[src/rtl/rr_req_arbiter_if.sv]
// Request/grant bundle for rr_req_arbiter.
// The slave modport is the arbiter side; the master modport is the
// producer/consumer side that drives requests and out_ready.
interface rr_req_arbiter_if #(
  parameter int IN_WIDTH = 8
);
  localparam int OUT_WIDTH = $clog2(IN_WIDTH);

  logic [IN_WIDTH-1:0]  req_in;
  logic                 out_ready;
  logic                 out_valid;
  logic [OUT_WIDTH-1:0] out_idx;
  logic [IN_WIDTH-1:0]  out_grant;
  logic [IN_WIDTH-1:0]  pending;

  modport master (
    output req_in,
    output out_ready,
    input  out_valid,
    input  out_idx,
    input  out_grant,
    input  pending
  );

  modport slave (
    input  req_in,
    input  out_ready,
    output out_valid,
    output out_idx,
    output out_grant,
    output pending
  );
endinterface

[src/rtl/rr_req_arbiter.sv]
// Registered request capture plus round-robin arbiter.
// Request pulses are held in a sticky pending vector; one pending line is
// offered per cycle on a valid/ready handshake and its bit is cleared only
// when the offer is accepted. All outputs come straight from registers.
// Optional macro RR_ARB_FIXED_PRIO_EN: highest-index pending line always
// wins and the rotating pointer is removed.
module rr_req_arbiter #(
  parameter int IN_WIDTH = 8
) (
  input  logic             clk,
  input  logic             rst,
  rr_req_arbiter_if.slave  bus
);
  localparam int OUT_WIDTH = $clog2(IN_WIDTH);

  typedef enum logic {IDLE = 1'b0, OFFER = 1'b1} state_t;

  state_t               state_p0;
  state_t               state_nx;
  logic [IN_WIDTH-1:0]  pend_p0;
  logic [OUT_WIDTH-1:0] idx_p0;
  logic [IN_WIDTH-1:0]  grant_p0;

  logic                 acc;
  logic                 load;
  logic [IN_WIDTH-1:0]  pend_nx;
  logic [OUT_WIDTH-1:0] win_idx;

`ifndef RR_ARB_FIXED_PRIO_EN
  logic [OUT_WIDTH-1:0] ptr_p0;
  logic [OUT_WIDTH-1:0] ptr_nx;

  // Rotating-priority pick: duplicate the vector, mask the low copy below
  // start, take the lowest surviving bit and fold it back into range.
  function automatic logic [OUT_WIDTH-1:0] rr_pick(
    input logic [IN_WIDTH-1:0]  vec,
    input logic [OUT_WIDTH-1:0] start
  );
    logic [2*IN_WIDTH-1:0] dbl;
    int                    sel;
    dbl = {vec, vec};
    sel = 0;
    for (int i = 2*IN_WIDTH-1; i >= 0; i--) begin
      if (dbl[i] && (i >= int'(start))) sel = i;
    end
    if (sel >= IN_WIDTH) sel = sel - IN_WIDTH;
    return OUT_WIDTH'(sel);
  endfunction
`else
  // Fixed-priority pick: highest set index wins.
  function automatic logic [OUT_WIDTH-1:0] fixed_pick(
    input logic [IN_WIDTH-1:0] vec
  );
    int sel;
    sel = 0;
    for (int i = 0; i < IN_WIDTH; i++) begin
      if (vec[i]) sel = i;
    end
    return OUT_WIDTH'(sel);
  endfunction
`endif

  // Binary index to one-hot.
  function automatic logic [IN_WIDTH-1:0] to_onehot(
    input logic [OUT_WIDTH-1:0] idx
  );
    logic [IN_WIDTH-1:0] g;
    for (int i = 0; i < IN_WIDTH; i++) begin
      g[i] = (int'(idx) == i);
    end
    return g;
  endfunction

  // Handshake, pending update, winner selection and next state.
  always_comb begin
    acc      = (state_p0 == OFFER) && bus.out_ready;
    pend_nx  = (pend_p0 & ~(acc ? grant_p0 : '0)) | bus.req_in;
    load     = ((state_p0 == IDLE) || acc) && (pend_nx != '0);
`ifndef RR_ARB_FIXED_PRIO_EN
    ptr_nx   = ptr_p0;
    if (acc) begin
      ptr_nx = (int'(idx_p0) == IN_WIDTH-1) ? '0 : idx_p0 + OUT_WIDTH'(1);
    end
    win_idx  = rr_pick(pend_nx, ptr_nx);
`else
    win_idx  = fixed_pick(pend_nx);
`endif
    state_nx = state_p0;
    if ((state_p0 == IDLE) || acc) begin
      state_nx = (pend_nx != '0) ? OFFER : IDLE;
    end
  end

  // ---- stage p0: state, pending vector, offered winner, pointer ----
  always_ff @(posedge clk) begin
    if (rst) begin
      state_p0 <= IDLE;
      pend_p0  <= '0;
      idx_p0   <= '0;
      grant_p0 <= '0;
`ifndef RR_ARB_FIXED_PRIO_EN
      ptr_p0   <= '0;
`endif
    end else begin
      state_p0 <= state_nx;
      pend_p0  <= pend_nx;
      if (load) begin
        idx_p0   <= win_idx;
        grant_p0 <= to_onehot(win_idx);
      end
`ifndef RR_ARB_FIXED_PRIO_EN
      ptr_p0   <= ptr_nx;
`endif
    end
  end

  // Outputs are decoded only from registered state.
  always_comb begin
    bus.out_valid = (state_p0 == OFFER);
    bus.out_idx   = idx_p0;
    bus.out_grant = (state_p0 == OFFER) ? grant_p0 : '0;
    bus.pending   = pend_p0;
  end
endmodule

[src/flat_wrapper.sv]
// flat-port wrapper written by rule: the top's interface ports become plain ports
module rr_req_arbiter_flat 
#(
  parameter int IN_WIDTH = 8
)
  (clk, rst, bus_req_in, bus_out_ready, bus_out_valid, bus_out_idx, bus_out_grant, bus_pending);
  rr_req_arbiter_if #(.IN_WIDTH(IN_WIDTH)) bus_i ();
  input  logic clk;
  input  logic rst;
  input wire logic [$bits(bus_i.req_in)-1:0] bus_req_in;
  input wire logic [$bits(bus_i.out_ready)-1:0] bus_out_ready;
  output wire logic [$bits(bus_i.out_valid)-1:0] bus_out_valid;
  output wire logic [$bits(bus_i.out_idx)-1:0] bus_out_idx;
  output wire logic [$bits(bus_i.out_grant)-1:0] bus_out_grant;
  output wire logic [$bits(bus_i.pending)-1:0] bus_pending;
  assign bus_i.req_in = bus_req_in;
  assign bus_i.out_ready = bus_out_ready;
  assign bus_out_valid = bus_i.out_valid;
  assign bus_out_idx = bus_i.out_idx;
  assign bus_out_grant = bus_i.out_grant;
  assign bus_pending = bus_i.pending;
  rr_req_arbiter #(.IN_WIDTH(IN_WIDTH)) u_core (.clk(clk), .rst(rst), .bus(bus_i));
endmodule
[config.mk]
export PLATFORM = sky130hd
export DESIGN_NAME = rr_req_arbiter_flat
export DESIGN_NICKNAME = d
export VERILOG_FILES = /design/src/rtl/rr_req_arbiter_if.sv /design/src/rtl/rr_req_arbiter.sv /design/src/flat_wrapper.sv
export SDC_FILE = /design/constraint.sdc
export NUM_CORES = 1
export LEC_CHECK = 0
export CELL_PAD_IN_SITES_DETAIL_PLACEMENT = 1
export CELL_PAD_IN_SITES_GLOBAL_PLACEMENT = 2
export CORE_MARGIN = 5
export CORE_UTILIZATION = 29
export CTS_CLUSTER_DIAMETER = 120
export DETAILED_ROUTE_END_ITERATION = 8
export GPL_TIMING_DRIVEN = 0
export PLACE_DENSITY_LB_ADDON = 0.15
export SYNTH_ARGS = -nofsm -noshare
export SYNTH_HDL_FRONTEND = slang
export SYNTH_SLANG_ARGS = --single-unit
export TNS_END_PERCENT = 1
[constraint.sdc]
create_clock -name clk -period 3.35 [get_ports clk]
set_input_delay 1.005 -clock clk [delete_from_list [all_inputs] [get_ports clk]]
set_output_delay 1.005 -clock clk [all_outputs]
set_load 0.03 [all_outputs]
After elaboration in Yosys (flattened, before gate mapping)
Index checks and enable logic that the tools add are counted.

Word-level logic and storage cells: 60. Input bits: 11. Output and inout bits: 20. Bits in registers: 23.

$lt $le $gt $ge: 8. Bitwise operators: 4. Mux-type cells: 21. Add/sub/neg operators: 2. Reductions and logical operators: 12. Equality and inequality tests: 8.

Operators with widths (number): 2-to-1 mux 32 bit (14); >= comparator 32 x 5 -> 1 bit, second input constant (1); 2-to-1 mux 8 bit (2); == test 3 bit, second input constant (4); >= comparator 3 bit, first input constant (3); logical AND 1 bit (9); 2-to-1 mux 3 bit (3); AND 8 bit (1); NOT 8 bit (1); bitwise OR 8 bit (1); nonzero test 8 bit (1); == test 3 x 1 -> 1 bit, second input constant (2); == test 3 x 2 -> 1 bit, second input constant (2); >= comparator 1 x 3 -> 1 bit, first input constant (2); >= comparator 2 x 3 -> 1 bit, first input constant (2); 2-to-1 mux 4 bit (1); adder 3 x 1 -> 3 bit, second input constant (1); logical NOT 3 bit (1); subtractor 3 x 1 -> 3 bit, second input constant (1); logical OR 1 bit (1); 2-to-1 mux 1 bit (1); NOT 1 bit (1).

Logic depth before layout (Yosys ltp)
Word-level depth: 23. Depth in mapped cells: 10. Depth with buffers taken out: 9.

Least setup slack after synthesis
OpenSTA, ideal clock, no wires.

Path type: input to register. Start: input port bus_out_ready. End: register u_core.grant_p0[0]. Stages: 7. Arrival time: 2523 ps. Setup time: 117 ps. Required time: 3233 ps. Setup slack: 709 ps. Buffers on the path: 0. Cells stage by stage: and4b_1 > nor2_1 > o311ai_4 > a32o_1 > a31oi_4 > nor2_1 > a32o_1.

Cells in the longest elaborated chain, start to end: 23. Elaborated cells on any way between the ends: 42. Classes of those cells: add/sub: 1; order compare: 8; mux: 18; bitwise: 3; reduce/logical: 12.

RTL lines: start, declared (line flat_wrapper.sv:11) `input wire logic [$bits(bus_i.out_ready)-1:0] bus_out_ready;`; logical AND 1 bit (*) (line rr_req_arbiter.sv:76) `acc = (state_p0 == OFFER) && bus.out_ready;`; 2-to-1 mux 8 bit (line rr_req_arbiter.sv:77) `pend_nx = (pend_p0 & ~(acc ? grant_p0 : '0)) | bus.req_in;`; NOT 8 bit (line rr_req_arbiter.sv:77); AND 8 bit (line rr_req_arbiter.sv:77); bitwise OR 8 bit (line rr_req_arbiter.sv:77); 2-to-1 mux 4 bit (line rr_req_arbiter.sv:44) `if (dbl[i] && (i >= int'(start))) sel = i;`; 2-to-1 mux 32 bit (14 in a row) (line rr_req_arbiter.sv:44); >= comparator 32 x 5 -> 1 bit or subtractor 3 x 1 -> 3 bit (tied branches) (line rr_req_arbiter.sv:46) `if (sel >= IN_WIDTH) sel = sel - IN_WIDTH;`; 2-to-1 mux 3 bit (line rr_req_arbiter.sv:46); logical NOT 3 bit (line rr_req_arbiter.sv:69) `g[i] = (int'(idx) == i);`; end signal, assigned (line rr_req_arbiter.sv:109) `grant_p0 <= to_onehot(win_idx);`; end, declared (line rr_req_arbiter.sv:22) `logic [IN_WIDTH-1:0] grant_p0;`.

Every way passes the cells marked *; elsewhere a longest branch is shown, timed or not. A chain may end at the register's enable or synchronous reset.

Worst setup path after layout
Start: register u_core.state_p0, in the netlist u_core.bus.out_valid. End: output port bus_out_grant[7].

Cells in the longest elaborated chain, start to end: 1.

RTL lines: start, declared (line rr_req_arbiter.sv:18) `state_t state_p0;`; start signal, assigned (line rr_req_arbiter.sv:105) `state_p0 <= state_nx;`; 2-to-1 mux 8 bit (line rr_req_arbiter.sv:121) `bus.out_grant = (state_p0 == OFFER) ? grant_p0 : '0;`; end, declared (line flat_wrapper.sv:14) `output wire logic [$bits(bus_i.out_grant)-1:0] bus_out_grant;`.

Every way passes these cells.

==> results by group <==
Clocking
  – Worst-skew pair later-pin latency: 0.27 ns
  – Post-CTS Setup Inserts: 0
  – CTS Buf Count: 3
  – Htree depth: 1
  – Post-cts resize count: 0
  – Clock tree buffer depth: 2
  – # clock sinks: 23
  – TritonCTS clock tree: done
  – Root Driver: clkbuf_8
  – Hold Buf Count CTS: 0
  – Reg clk slew, reported paths: 0.08 ns

Timing
  – Minimum clock period: 3.212 ns
  – RSZ-0062 raised after global routing: yes
  – Fin crit share: 0.9588
  – Slew @ Worst Pin: 0.6470 ns
  – Slew margin rel.: 0.5670
  – Fmax: 311.3 MHz
  – Clock Skew: 0.005232 ns
  – Final count of pins violating max slew: 0
  – Final setup fails: 0
  – Final Hold Viols: 0

Finish
  – Ratio of cells with drive above 1 in the final layout: 0.1359
  – Layout Nets: 198
  – Final instance area: 1784 µm²
  – # diodes: 0
  – # fillers: 520
  – Area Growth Syn to Fin: 31.67%
  – Final std cells w/o fill: 236

Worst setup path
  – Critical register-to-register path endpoint: u_core.grant_p0[0]
  – Worst Path Required: 2.34 ns
  – Critical Path AT: 2.21 ns
  – End of the critical path: bus_out_grant[7]
  – R2R cell count: 9
  – CP startpoint kind: flip-flop
  – CP Capture Type: output pin
  – Worst-path fanout max: 10
  – Reg-to-Reg Start: u_core.bus.out_idx[0]
  – Crit path from: u_core.bus.out_valid
  – Reg2reg setup slack: 0.67 ns
  – CP Class: reg2out

Place
  – Placed wire-length estimate: 3351 µm
  – IO buf count: 30
  – # placed instances: 232
  – Placer congestion estimate: 0.7874
  – Instance area at placement: 1720 µm²

Yosys
  – Post-synth ARST share: 0
  – Cells after Synth: 150
  – Synth Register Bits: 23
  – EDFF count, synth: 0
  – Syn Nets: 163
  – Post-synth cell types: 48
  – Main flop type after synthesis: dfxtp_1
  – Synthesized area: 1355 µm²
  – Synthesized area per cell: 9.034 µm²
  – Synth warn: 0
  – Part of the Yosys area used for sequential elements: 0.3398

Global route
  – Largest net degree at the start of global routing: 13
  – Vias in the first global route: 1386
  – Grt total ovfl: 0
  – First-pass GRT wire length: 7245 µm
  – Initial antenna violation count: 0
  – All-Layer GR Usage: 0.1503

Floorplan
  – # rows: 24
  – Horiz. Die Dim: 78.36 µm
  – Initial Util: 0.3049
  – I/O pin count: 31
  – Core Area: 4444 µm²
  – Full die area: 6140 µm²
  – Die Y: 78.36 µm

Status
  – Status: complete, no violations

Routing
  – Vias per cell: 5.432
  – Vias: 1282
  – DRT iter0 DRCs: 62
  – DRT Pass-1 Iters: 4
  – Routed Antenna Nets: 0
  – WL/cell: 18.24 µm
  – WL final: 4304 µm
  – DRC viols: 0

Power
  – Peak VDD IR: 0.1586 mV
  – Leakage Power: 0.6819 nW
  – Power per cell area: 391.2 nW/µm²

Flow run
  – Max-cap viol count: 0

Hold path
  – Hold WC Path Type: reg2reg
## flip-flops by register name, summed over array words and instances (netlist names)
| register | count |
|---|---|
| u_core.grant_p0 | 8 |
| u_core.bus.pending | 8 |
| u_core.ptr_p0 | 3 |
| u_core.bus.out_valid | 1 |
| u_core.bus.out_idx | 3 |
## routing by layer
layer | vias up | GRT usage | part of all wire | wire (µm)
li1 | 627 | - | - | -
met1 | 625 | 0.1904 | 0.47 | 2014
met2 | 25 | 0.2543 | 0.48 | 2062
met3 | 5 | 0.03318 | 0.039 | 169
met4 | 0 | 0.04720 | 0.013 | 58
met5 | - | 0 | 0 | 0
## critical path, stage by stage (launching register included)
cell and delay, ns:
dfxtp_1 0.46, buf_4 0.23, clkbuf_1 0.37, and2_1 0.20, clkdlybuf4s50_1 0.67
## metrics by stage
step                total power, W  utilization    TNS, ns  hold WS (ns)  worst slack (ns)
floorplan                0.0004418            -          0        0.4692            0.7093
global placement         0.0005134       0.3871    -0.3062        0.4766           -0.1014
detailed placement       0.0005201       0.3871    -0.5363        0.4776           -0.1384
CTS                      0.0007076       0.3972          0        0.4898            0.1367
global route             0.0007365       0.4015  -0.004535        0.5076         -0.004535
finish                   0.0006979       0.4015          0        0.4891            0.1379
## final cells by class
type	count	area, µm²	area share
plain buffers	7	42.54	0.02384
clock buffers	4	45.04	0.02525
inverters	1	3.754	0.002104
multi-input cells	119	867.1	0.4860
flip-flops and latches	23	460.4	0.2581
well taps	52	65.06	0.03647
repair buffers	30	300.3	0.1683
## worst min-delay path by stage
stage	start	end	slack, ns	cells after the start
after CTS	u_core.bus.out_idx[1]	u_core.bus.out_idx[1]	0.49	2
final	u_core.bus.out_idx[1]	u_core.bus.out_idx[1]	0.49	2
after global routing	u_core.bus.out_idx[1]	u_core.bus.out_idx[1]	0.51	2
after global placement	u_core.bus.out_idx[1]	u_core.bus.out_idx[1]	0.48	2
after detailed placement	u_core.bus.out_idx[1]	u_core.bus.out_idx[1]	0.48	2
after floorplan	u_core.grant_p0[7]	u_core.grant_p0[7]	0.47	2
## cell usage after synthesis (2+ instances only)
cell | number | area (µm²)
clkbuf_1 | 3 | 11.26
nand2b_1 | 2 | 12.51
nand2_1 | 10 | 37.54
mux2i_1 | 3 | 30.03
nand3_1 | 8 | 40.04
ha_1 | 2 | 25.02
a21o_1 | 4 | 30.03
and3_1 | 2 | 12.51
or2_2 | 2 | 12.51
o21ai_1 | 2 | 10.01
nor2b_1 | 3 | 18.77
dfxtp_1 | 23 | 460.4
buf_4 | 2 | 15.01
o31ai_2 | 2 | 25.02
and2_1 | 10 | 62.56
a221oi_1 | 2 | 17.52
a21oi_2 | 5 | 43.79
o21ai_0 | 3 | 15.01
a21oi_1 | 7 | 35.03
nand3_2 | 2 | 20.02
o31ai_1 | 4 | 30.03
nand3b_1 | 6 | 45.04
a32o_1 | 3 | 30.03
nor2_1 | 16 | 60.06
## placed cells by master, fill, tap and decap left out, types with 6 or more instances in the layout
cell type / instances
clkdlybuf4s50_1: 30
nand3b_1: 6
a21oi_1: 6
nand2_1: 10
nor2_1: 16
nand3_1: 8
dfxtp_1: 23
and2_1: 10
## cell families after synthesis
kind of cell	synth area share
and+or+nand+nor	0.2862
AOI/OAI and AO/OA	0.2807
adders and majority gates	0.01846
muxes	0.04063
DFF	0.3398
buffers and inverters	0.03415
## where the power goes
part	switching [W]	internal [W]	leakage, nW
Sequential	0.0000162	0.000292	0.189
Combinational	0.000124	0.0000841	0.470
Clock	0.0000967	0.0000853	0.0228
(Power assumes the default switching activity.)
